`config.mk`:
```
export PLATFORM = sky130hd
export DESIGN_NAME = m68k_latch_bridge
export DESIGN_NICKNAME = d
export VERILOG_FILES = /design/src/rtl/m68k_latch_bridge.sv
export SDC_FILE = /design/constraint.sdc
export NUM_CORES = 1
export LEC_CHECK = 0
export BUFFER_PORTS_ARGS = -buffer_cell sky130_fd_sc_hd__buf_2
export CAP_MARGIN = 0
export CORE_ASPECT_RATIO = 1.2
export CORE_MARGIN = 2
export CORE_UTILIZATION = 40
export CTS_BUF_LIST = sky130_fd_sc_hd__clkbuf_2
export CTS_CLUSTER_SIZE = 40
export DETAILED_ROUTE_END_ITERATION = 12
export PLACE_DENSITY_LB_ADDON = 0.2
export SLEW_MARGIN = 20
export SYNTH_ARGS = -nofsm -noshare
export SYNTH_HDL_FRONTEND = slang
export SYNTH_SLANG_ARGS = --single-unit
```
`constraint.sdc`:
```
create_clock -name clk -period 2.2 [get_ports clk]
set_input_delay 0.22 -clock clk [delete_from_list [all_inputs] [get_ports clk]]
set_output_delay 0.22 -clock clk [all_outputs]
set_load 0.005 [all_outputs]
```
`src/rtl/m68k_latch_bridge.sv`:
```
// Two-CPU mailbox bridge: main (p) and sound (s) 68k ports share two 16-bit latches with DTACK timing.
// Optional macro LATCH_IRQ_EN drives m68ks_irq_n from the latch0 occupancy flag.
module m68k_latch_bridge #(
   parameter int unsigned DTACK_WAIT = 1
) (
   input  logic        clk,
   input  logic        reset_n,
   input  logic        m68kp_as_n,
   input  logic        m68kp_rw,
   input  logic        m68kp_latch0_cs,
   input  logic        m68kp_latch1_cs,
   input  logic [15:0] m68kp_din,
   output logic [15:0] m68kp_dout,
   output logic        m68kp_dtack_n,
   input  logic        m68ks_as_n,
   input  logic        m68ks_rw,
   input  logic        m68ks_latch0_cs,
   input  logic        m68ks_latch1_cs,
   input  logic [15:0] m68ks_din,
   output logic [15:0] m68ks_dout,
   output logic        m68ks_dtack_n,
   output logic        m68ks_irq_n,
   output logic        latch0_full,
   output logic        latch1_full
);

   typedef enum logic [1:0] {StIdle, StWait, StAck} state_e;

   localparam logic [2:0] WaitLoad = (DTACK_WAIT == 0) ? 3'd0 : 3'(DTACK_WAIT - 1);

   // Index 0 is the main CPU port, index 1 the sound CPU port.
   state_e     state_q [2];
   state_e     state_d [2];
   logic [2:0] cnt_q   [2];
   logic [2:0] cnt_d   [2];
   logic [1:0] armed_q, armed_d;
   logic [1:0] as_n, sel, accept;

   logic [15:0] latch0_q, latch1_q;
   logic        p_wr0, p_rd1, s_rd0, s_wr1;

   assign as_n = {m68ks_as_n, m68kp_as_n};
   assign sel  = {m68ks_latch0_cs | m68ks_latch1_cs, m68kp_latch0_cs | m68kp_latch1_cs};

   // A port only accepts after as_n has been seen high since reset, so an
   // access cut short by reset cannot re-trigger on a still-low strobe.
   assign armed_d = armed_q | as_n;

   always_comb begin
      for (int i = 0; i < 2; i++) begin
         state_d[i] = state_q[i];
         cnt_d[i]   = cnt_q[i];
         accept[i]  = 1'b0;
         case (state_q[i])
            StIdle: begin
               if (sel[i] && !as_n[i] && armed_q[i]) begin
                  accept[i]  = 1'b1;
                  cnt_d[i]   = WaitLoad;
                  state_d[i] = (DTACK_WAIT == 0) ? StAck : StWait;
               end
            end
            StWait: begin
               if (as_n[i]) begin
                  state_d[i] = StIdle;
               end else if (cnt_q[i] == 3'd0) begin
                  state_d[i] = StAck;
               end else begin
                  cnt_d[i] = cnt_q[i] - 3'd1;
               end
            end
            StAck: begin
               if (as_n[i]) begin
                  state_d[i] = StIdle;
               end
            end
            default: state_d[i] = StIdle;
         endcase
      end
   end

   always_ff @(posedge clk or negedge reset_n) begin
      if (!reset_n) begin
         for (int i = 0; i < 2; i++) begin
            state_q[i] <= StIdle;
            cnt_q[i]   <= 3'd0;
         end
         armed_q <= 2'b00;
      end else begin
         for (int i = 0; i < 2; i++) begin
            state_q[i] <= state_d[i];
            cnt_q[i]   <= cnt_d[i];
         end
         armed_q <= armed_d;
      end
   end

   // Both selects active decode as latch0; wrong-direction accesses fall through.
   assign p_wr0 = accept[0] & ~m68kp_rw & m68kp_latch0_cs;
   assign p_rd1 = accept[0] & m68kp_rw & ~m68kp_latch0_cs & m68kp_latch1_cs;
   assign s_rd0 = accept[1] & m68ks_rw & m68ks_latch0_cs;
   assign s_wr1 = accept[1] & ~m68ks_rw & ~m68ks_latch0_cs & m68ks_latch1_cs;

   always_ff @(posedge clk or negedge reset_n) begin
      if (!reset_n) begin
         latch0_q    <= 16'h0000;
         latch1_q    <= 16'h0000;
         latch0_full <= 1'b0;
         latch1_full <= 1'b0;
         m68kp_dout  <= 16'h0000;
         m68ks_dout  <= 16'h0000;
      end else begin
         if (p_wr0) begin
            latch0_q    <= m68kp_din;
            latch0_full <= 1'b1;
         end else if (s_rd0) begin
            latch0_full <= 1'b0;
         end
         if (s_wr1) begin
            latch1_q    <= m68ks_din;
            latch1_full <= 1'b1;
         end else if (p_rd1) begin
            latch1_full <= 1'b0;
         end
         // Readers sample the pre-edge latch value, so a same-cycle write is not seen.
         if (s_rd0) m68ks_dout <= latch0_q;
         if (p_rd1) m68kp_dout <= latch1_q;
      end
   end

   assign m68kp_dtack_n = (state_q[0] != StAck);
   assign m68ks_dtack_n = (state_q[1] != StAck);

`ifdef LATCH_IRQ_EN
   logic irq_q;
   always_ff @(posedge clk or negedge reset_n) begin
      if (!reset_n) irq_q <= 1'b1;
      else          irq_q <= ~latch0_full;
   end
   assign m68ks_irq_n = irq_q;
`else
   assign m68ks_irq_n = 1'b1;
`endif

endmodule

```
==> impl_metrics.toml, run 1 <==
[detailed_routing]
route.met2.wl_mm = 2.60
drt_iter0_markers = 29
viasPerCell = 4.67
firstDrtPassIters = 4
drt-met1-wl_mm = 2.43
top_layer_used = "met4"
post_drt_wl_per_cell_um = 13.1
via_count = 1947
drc = 0
route.met3.wl_um = 360
ant_nets = 0
drt_wl_total_mm = 5.47

[sta]
fin_crit_ps = 2010
slew_violations = 0
fin_setup_tns_ps = 0
hold_violations = 0
worst_pin_slew_ps = 547
setup_viol = 0
fin_hold_ws_ps = 68.4
period_share = 0.915
relSlewSlack = 0.635
rsz0062_at_grt = "no"
fmax_ghz = 0.497
skew_ps = 15.3

[cells_and_area]
drive_gt1_frac = 0.526
final_area_mm2 = 0.00413
stdcell_count = 417
diodes = 0
fillers = 633
final_util = 0.545
fin_nets = 366
area_growth_pct = 33.3

[synth]
synthFlopType = "dfrtp_1"
seq_area_frac_synth = 0.630
synth_area_mm2 = 0.00310
ys_warn_count = 0
ys_seq_elements = 78
synth.most_common_cell = "dfrtp_1"
synth_top_area_share = 0.630
synth_commonest_cells = "dfrtp_1 (78), mux2_2 (55), mux2_4 (9)"
yosysTopAreaCell = "dfrtp_1"
synth_edf_count = 0
synthCells = 200
synth.distinct_cells = 29
async_flop_share = 1.00
synthesis.nets = 246
synthTopCellsByArea = "dfrtp_1 (63%), mux2_2 (20%), mux2_4 (4.4%)"
avgSynthCellArea_um2 = 15.5

[die]
die-area_mm2 = 0.00846
dieWidth_um = 84.3
num_io_pins = 79
core_region_area_mm2 = 0.00758
rows = 35
initial_utilization = 0.409
die_h_um = 100

[placement]
place_inst = 366
dpl_cell_area_mm2 = 0.00362
finalWeightedCongestion = 0.738
portBuffers = 77
dp_hpwl_mm = 3.61

[job]
drv_cap = 0

[min_path]
min_path_type = "primary input to register"
holdPathStages = 3

[worst_setup_path]
worstSetupPathType = "register to register"
cp.arrival_ps = 2400
critPathRequiredTime_ps = 2590
reg2regPathDepth = 4
worst_setup_path_start_kind = "register"
end_kind = "register"
path_max_fanout = 17

[clock_tree]
post_cts_buffers = 0
cts_tree = "done"
clkTransAtPathRegs_ps = 200
clk_latency_ps = 480
root_buffer = "clkbuf_2"
clk_path_buf_depth = 2
numCtsBuffers = 9
cts_sinks = 78
htree_levels = 3

[grt]
grt_overflow_total = 0
grt_pass1_wl_mm = 9.24
grtUsageTotal = 0.139
first_global_vias = 2092
grt_max_degree = 43
antenna_found_initial = 0

[status]
outcome = "finished clean"

[pwr]
p_per_area_mw_per_mm2 = 979
ir_drop_uv = 696
p_leak_nw = 1.99
## cells by family after synthesis
kind of cell,count (synthesis),share of synthesized area
AO/OA/AOI/OAI,10,0.0194
adder cells (fa/ha/maj),4,0.0162
buffers and inverters,17,0.0307
flip-flops,78,0.630
multiplexers,66,0.250
other,1,0.00121
AND/OR/NAND/NOR,24,0.0521
## path summary, 6_finish.rpt
check	slack (ps)	from	to
worst max-delay path	190	state_q[3]$_DFFE_PN0P_	latch0_q[14]$_DFFE_PN0P_
worst min-delay path	70	m68ks_latch1_cs	state_q[0]$_DFFE_PN0P_
worst max register to register	190	state_q[3]$_DFFE_PN0P_	latch0_q[14]$_DFFE_PN0P_
worst min register to register	490	cnt_q[3]$_DFFE_PN0P_	cnt_q[3]$_DFFE_PN0P_
max in group asynchronous	1380	reset_n	m68kp_dout[10]$_DFFE_PN0P_
min in group asynchronous	230	reset_n	m68ks_dout[4]$_DFFE_PN0P_
## power by group
| group | internal [mW] | leakage, nW | switching, mW |
|---|---|---|---|
| Sequential | 1.89 | 0.960 | 0.217 |
| Clock | 0.492 | 0.0881 | 0.475 |
| Combinational | 0.639 | 0.943 | 0.327 |
| Total | 3.02 | 1.99 | 1.02 |
## registers in the layout (all words and copies together), names as in the netlist
name / flops
armed_q: 2
cnt_q: 6
latch0_full: 1
latch0_q: 16
latch1_full: 1
latch1_q: 16
m68kp_dout: 16
m68ks_dout: 16
state_q: 4
## cell usage in the layout (no fill, tap or decap)
cell type	instances
dfrtp_1	78
buf_2	76
mux2_2	55
dlygate4sd3_1	35
clkbuf_2	10
mux2_4	9
inv_1	8
nand2_1	5
o22ai_1	4
ha_1	4
buf_4	4
or2_2	3
nor2_1	3
o21ai_0	3
bufinv_16	3
buf_12	3
nand2b_1	2
or4b_2	2
nand3b_1	2
a21oi_1	2
mux2i_1	2
clkinvlp_4	2
or4b_4	1
nor3_4	1
nor4b_1	1
and3_1	1
and2_1	1
or3b_1	1
nand3_1	1
a21bo_2	1
conb_1	1
clkinv_2	1
## repair_timing
item                                   CTS  global route
resized for setup                        0             0
endpoints found under the hold margin   77             0
hold buffers                            35             0
## layer usage
layer	up-vias	GRT usage
li1	935	-
met1	946	0.162
met2	58	0.236
met3	8	0.0436
met4	0	0.0633
met5	-	0
## through the flow
stage | setup WS [ps] | total power [mW]
floorplan | 218 | 2.62
global placement | 240 | 3.05
detailed placement | 221 | 3.08
CTS | 164 | 4.11
global route | 105 | 4.32
finish | 188 | 4.04
## layout make-up
class / count / area [µm²] / area share
Clock inverter: 6 / 110 / 0.0267
Tap cell: 92 / 115 / 0.0279
Sequential cell: 78 / 1950 / 0.473
Timing Repair Buffer: 118 / 821 / 0.199
Multi-Input combinational cell: 105 / 1050 / 0.254
Clock buffer: 10 / 50.0 / 0.0121
Inverter: 8 / 30.0 / 0.00727
## worst max-delay path: stages, from the launching register on
cell     delay [ps]
dfrtp_1         450
or4b_4          560
or3b_1          360
buf_4           230
mux2_4          320
Power figures use the tool's default switching activity.
==> run 2: changes to the inputs <==
--- a/config.mk
+++ b/config.mk
@@ -9,7 +9,7 @@
 export CAP_MARGIN = 0
 export CORE_ASPECT_RATIO = 1.2
 export CORE_MARGIN = 2
-export CORE_UTILIZATION = 40
+export CORE_UTILIZATION = 52
 export CTS_BUF_LIST = sky130_fd_sc_hd__clkbuf_2
 export CTS_CLUSTER_SIZE = 40
 export DETAILED_ROUTE_END_ITERATION = 12
==> constraint.sdc (replaced) <==
create_clock -name clk -period 2.4 [get_ports clk]
set_input_delay 0.36 -clock clk [delete_from_list [all_inputs] [get_ports clk]]
set_output_delay 0.36 -clock clk [all_outputs]
set_load 0.005 [all_outputs]
==> run 2 against run 1 <==
  * Sequential share of layout area is 4.5 points higher
  * Setup slack better by 65 ps
  * Worst hold slack better by 14 ps
  * Wire length is 9.0% lower
  * Clock skew is 5.5 ps higher
  * Register-to-register slack better by 210 ps
  * Combinational power is 13% lower
  * Critical path depth is 2 higher
  * Cell area is 8.8% lower
  * Core utilization is 12 points higher
==> impl_metrics.toml, run 2 (synthesis gave the netlist of run 1 again) <==
[status]
outcome = "finished clean"

[die]
num_io_pins = 79
rows = 30
core_region_area_mm2 = 0.00571
die-area_mm2 = 0.00659
die_h_um = 88.5
dieWidth_um = 74.4
initial_utilization = 0.543

[sta]
slew_violations = 0
period_share = 0.895
hold_violations = 0
fin_crit_ps = 2150
fmax_ghz = 0.466
skew_ps = 20.8
fin_setup_tns_ps = 0
setup_viol = 0
rsz0062_at_grt = "no"

[clock_tree]
clk_path_buf_depth = 2
cts_sinks = 78
numCtsBuffers = 9
clk_latency_ps = 480
root_buffer = "clkbuf_2"
cts_tree = "done"
cts-resized-gates = 0
clkTransAtPathRegs_ps = 220
htree_levels = 3

[grt]
grt_max_degree = 79
grtUsageTotal = 0.164
antenna_found_initial = 1
first_global_vias = 1843
grt_overflow_total = 0
grt_pass1_wl_mm = 8.09

[detailed_routing]
drt_iter0_markers = 35
drc = 0
drt_wl_total_mm = 4.98
post_drt_wl_per_cell_um = 13.3
firstDrtPassIters = 3
ant_nets = 0
viasPerCell = 4.88
via_count = 1821

[worst_setup_path]
reg2regPathDepth = 4
cp.arrival_ps = 2530
worstSetupPathType = "primary input to register"
slowest_delay_ps = 570
end_kind = "register"
reg2reg_from = "state_q[3]$_DFFE_PN0P_"
worst_setup_path_start_kind = "primary input"
cp_cell_sequence = "dlygate4sd3_1, buf_2, or4b_4, or3b_1, buf_4, mux2_4"
ff2ff_setup_slack_ps = 400
worstReg2RegEnd = "latch0_q[8]$_DFFE_PN0P_"
slowest_stage = "or4b_4"
path_max_fanout = 17
critPathRequiredTime_ps = 2780

[job]
drv_cap = 0

[cells_and_area]
fin_nets = 334
final_area_mm2 = 0.00377
drive_gt1_frac = 0.584
layout_common_cells = "dfrtp_1 (78), buf_2 (76), mux2_2 (55), clkbuf_2 (10), mux2_4 (9)"
diodes = 0
area_growth_pct = 21.6
layout_commonest_cell = "dfrtp_1"

[min_path]
min_path_type = "primary input to register"
hold_start = "m68ks_din[7]"
whs_endpoint = "latch1_q[7]$_DFFE_PN0P_"
holdPathStages = 2

[placement]
dpl_cell_area_mm2 = 0.00358
portBuffers = 77
finalWeightedCongestion = 0.711
dp_hpwl_mm = 3.45

[pwr]
p_leak_nw = 1.86
ir_drop_uv = 573
p_per_area_mw_per_mm2 = 970
## run 2: cell types whose count changed in the layout (fill, tap and decap cells not counted)
cell	change
dlygate4sd3_1	-32
inv_6	+1
buf_12	-2
clkinv_2	+1
buf_4	+2
clkinvlp_4	-2
## run 2: layer usage
metal	vias up	track usage	part of all wire
met3	10	0.0535	0.078
met5	-	0	0
met4	0	0.0828	0.015
li1	868	-	-
met2	56	0.257	0.46
met1	887	0.204	0.45
## run 2: worst max path at each step
| stage | slack [ps] | end | from | depth (start not counted) |
|---|---|---|---|---|
| 6_report | 250 | latch0_q[8]$_DFFE_PN0P_ | m68kp_as_n | 6 |
| 5_1_grt | 240 | latch0_q[8]$_DFFE_PN0P_ | m68kp_as_n | 6 |
| 4_1_cts | 300 | latch0_q[8]$_DFFE_PN0P_ | m68kp_as_n | 6 |
| 3_5_place_dp | 310 | latch0_q[15]$_DFFE_PN0P_ | m68kp_as_n | 5 |
| 3_3_place_gp | 330 | latch0_q[11]$_DFFE_PN0P_ | m68kp_as_n | 5 |
| 2_1_floorplan | 420 | latch0_q[10]$_DFFE_PN0P_ | state_q[3]$_DFFE_PN0P_ | 5 |
## run 2: critical path, delay by kind of cell
| family | cells | cell delay [ps] |
|---|---|---|
| simple gates | 2 | 930 |
| buf+inv | 3 | 920 |
| mux | 1 | 320 |
## run 2: timing repair
item,in CTS,in global routing
hold buffers,3,0
setup endpoints to repair,0,0
setup buffers,0,0
hold endpoints to repair,80,0
## run 2: layout make-up
cell class                      instances  area (µm²)
Clock buffer                           10        50.0
Inverter                                8        30.0
Fill cell                             470        1940
Multi-Input combinational cell        105        1050
Tap cell                               80         100
Sequential cell                        78        1950
Clock inverter                          6         109
Timing Repair Buffer                   86         475
## run 2: metrics by stage
| stage | std cells | util | hold WS, ps | setup WS (ps) | power, mW |
|---|---|---|---|---|---|
| floorplan | 200 | - | 64.4 | 418 | 2.40 |
| finish | 373 | 0.660 | 82.1 | 253 | 3.65 |
| CTS | 373 | 0.660 | 41.2 | 298 | 3.71 |
| detailed placement | 354 | 0.627 | 413 | 313 | 2.82 |
| global route | 373 | 0.660 | 32.9 | 241 | 3.88 |
| global placement | 354 | 0.627 | 411 | 330 | 2.78 |
## run 2: report_power, final
group          leakage (nW)  total, mW  switching [mW]  internal (mW)
sequential            0.960       1.93           0.198           1.73
combinational         0.803      0.836           0.287          0.549
clock                0.0963      0.887           0.432          0.454
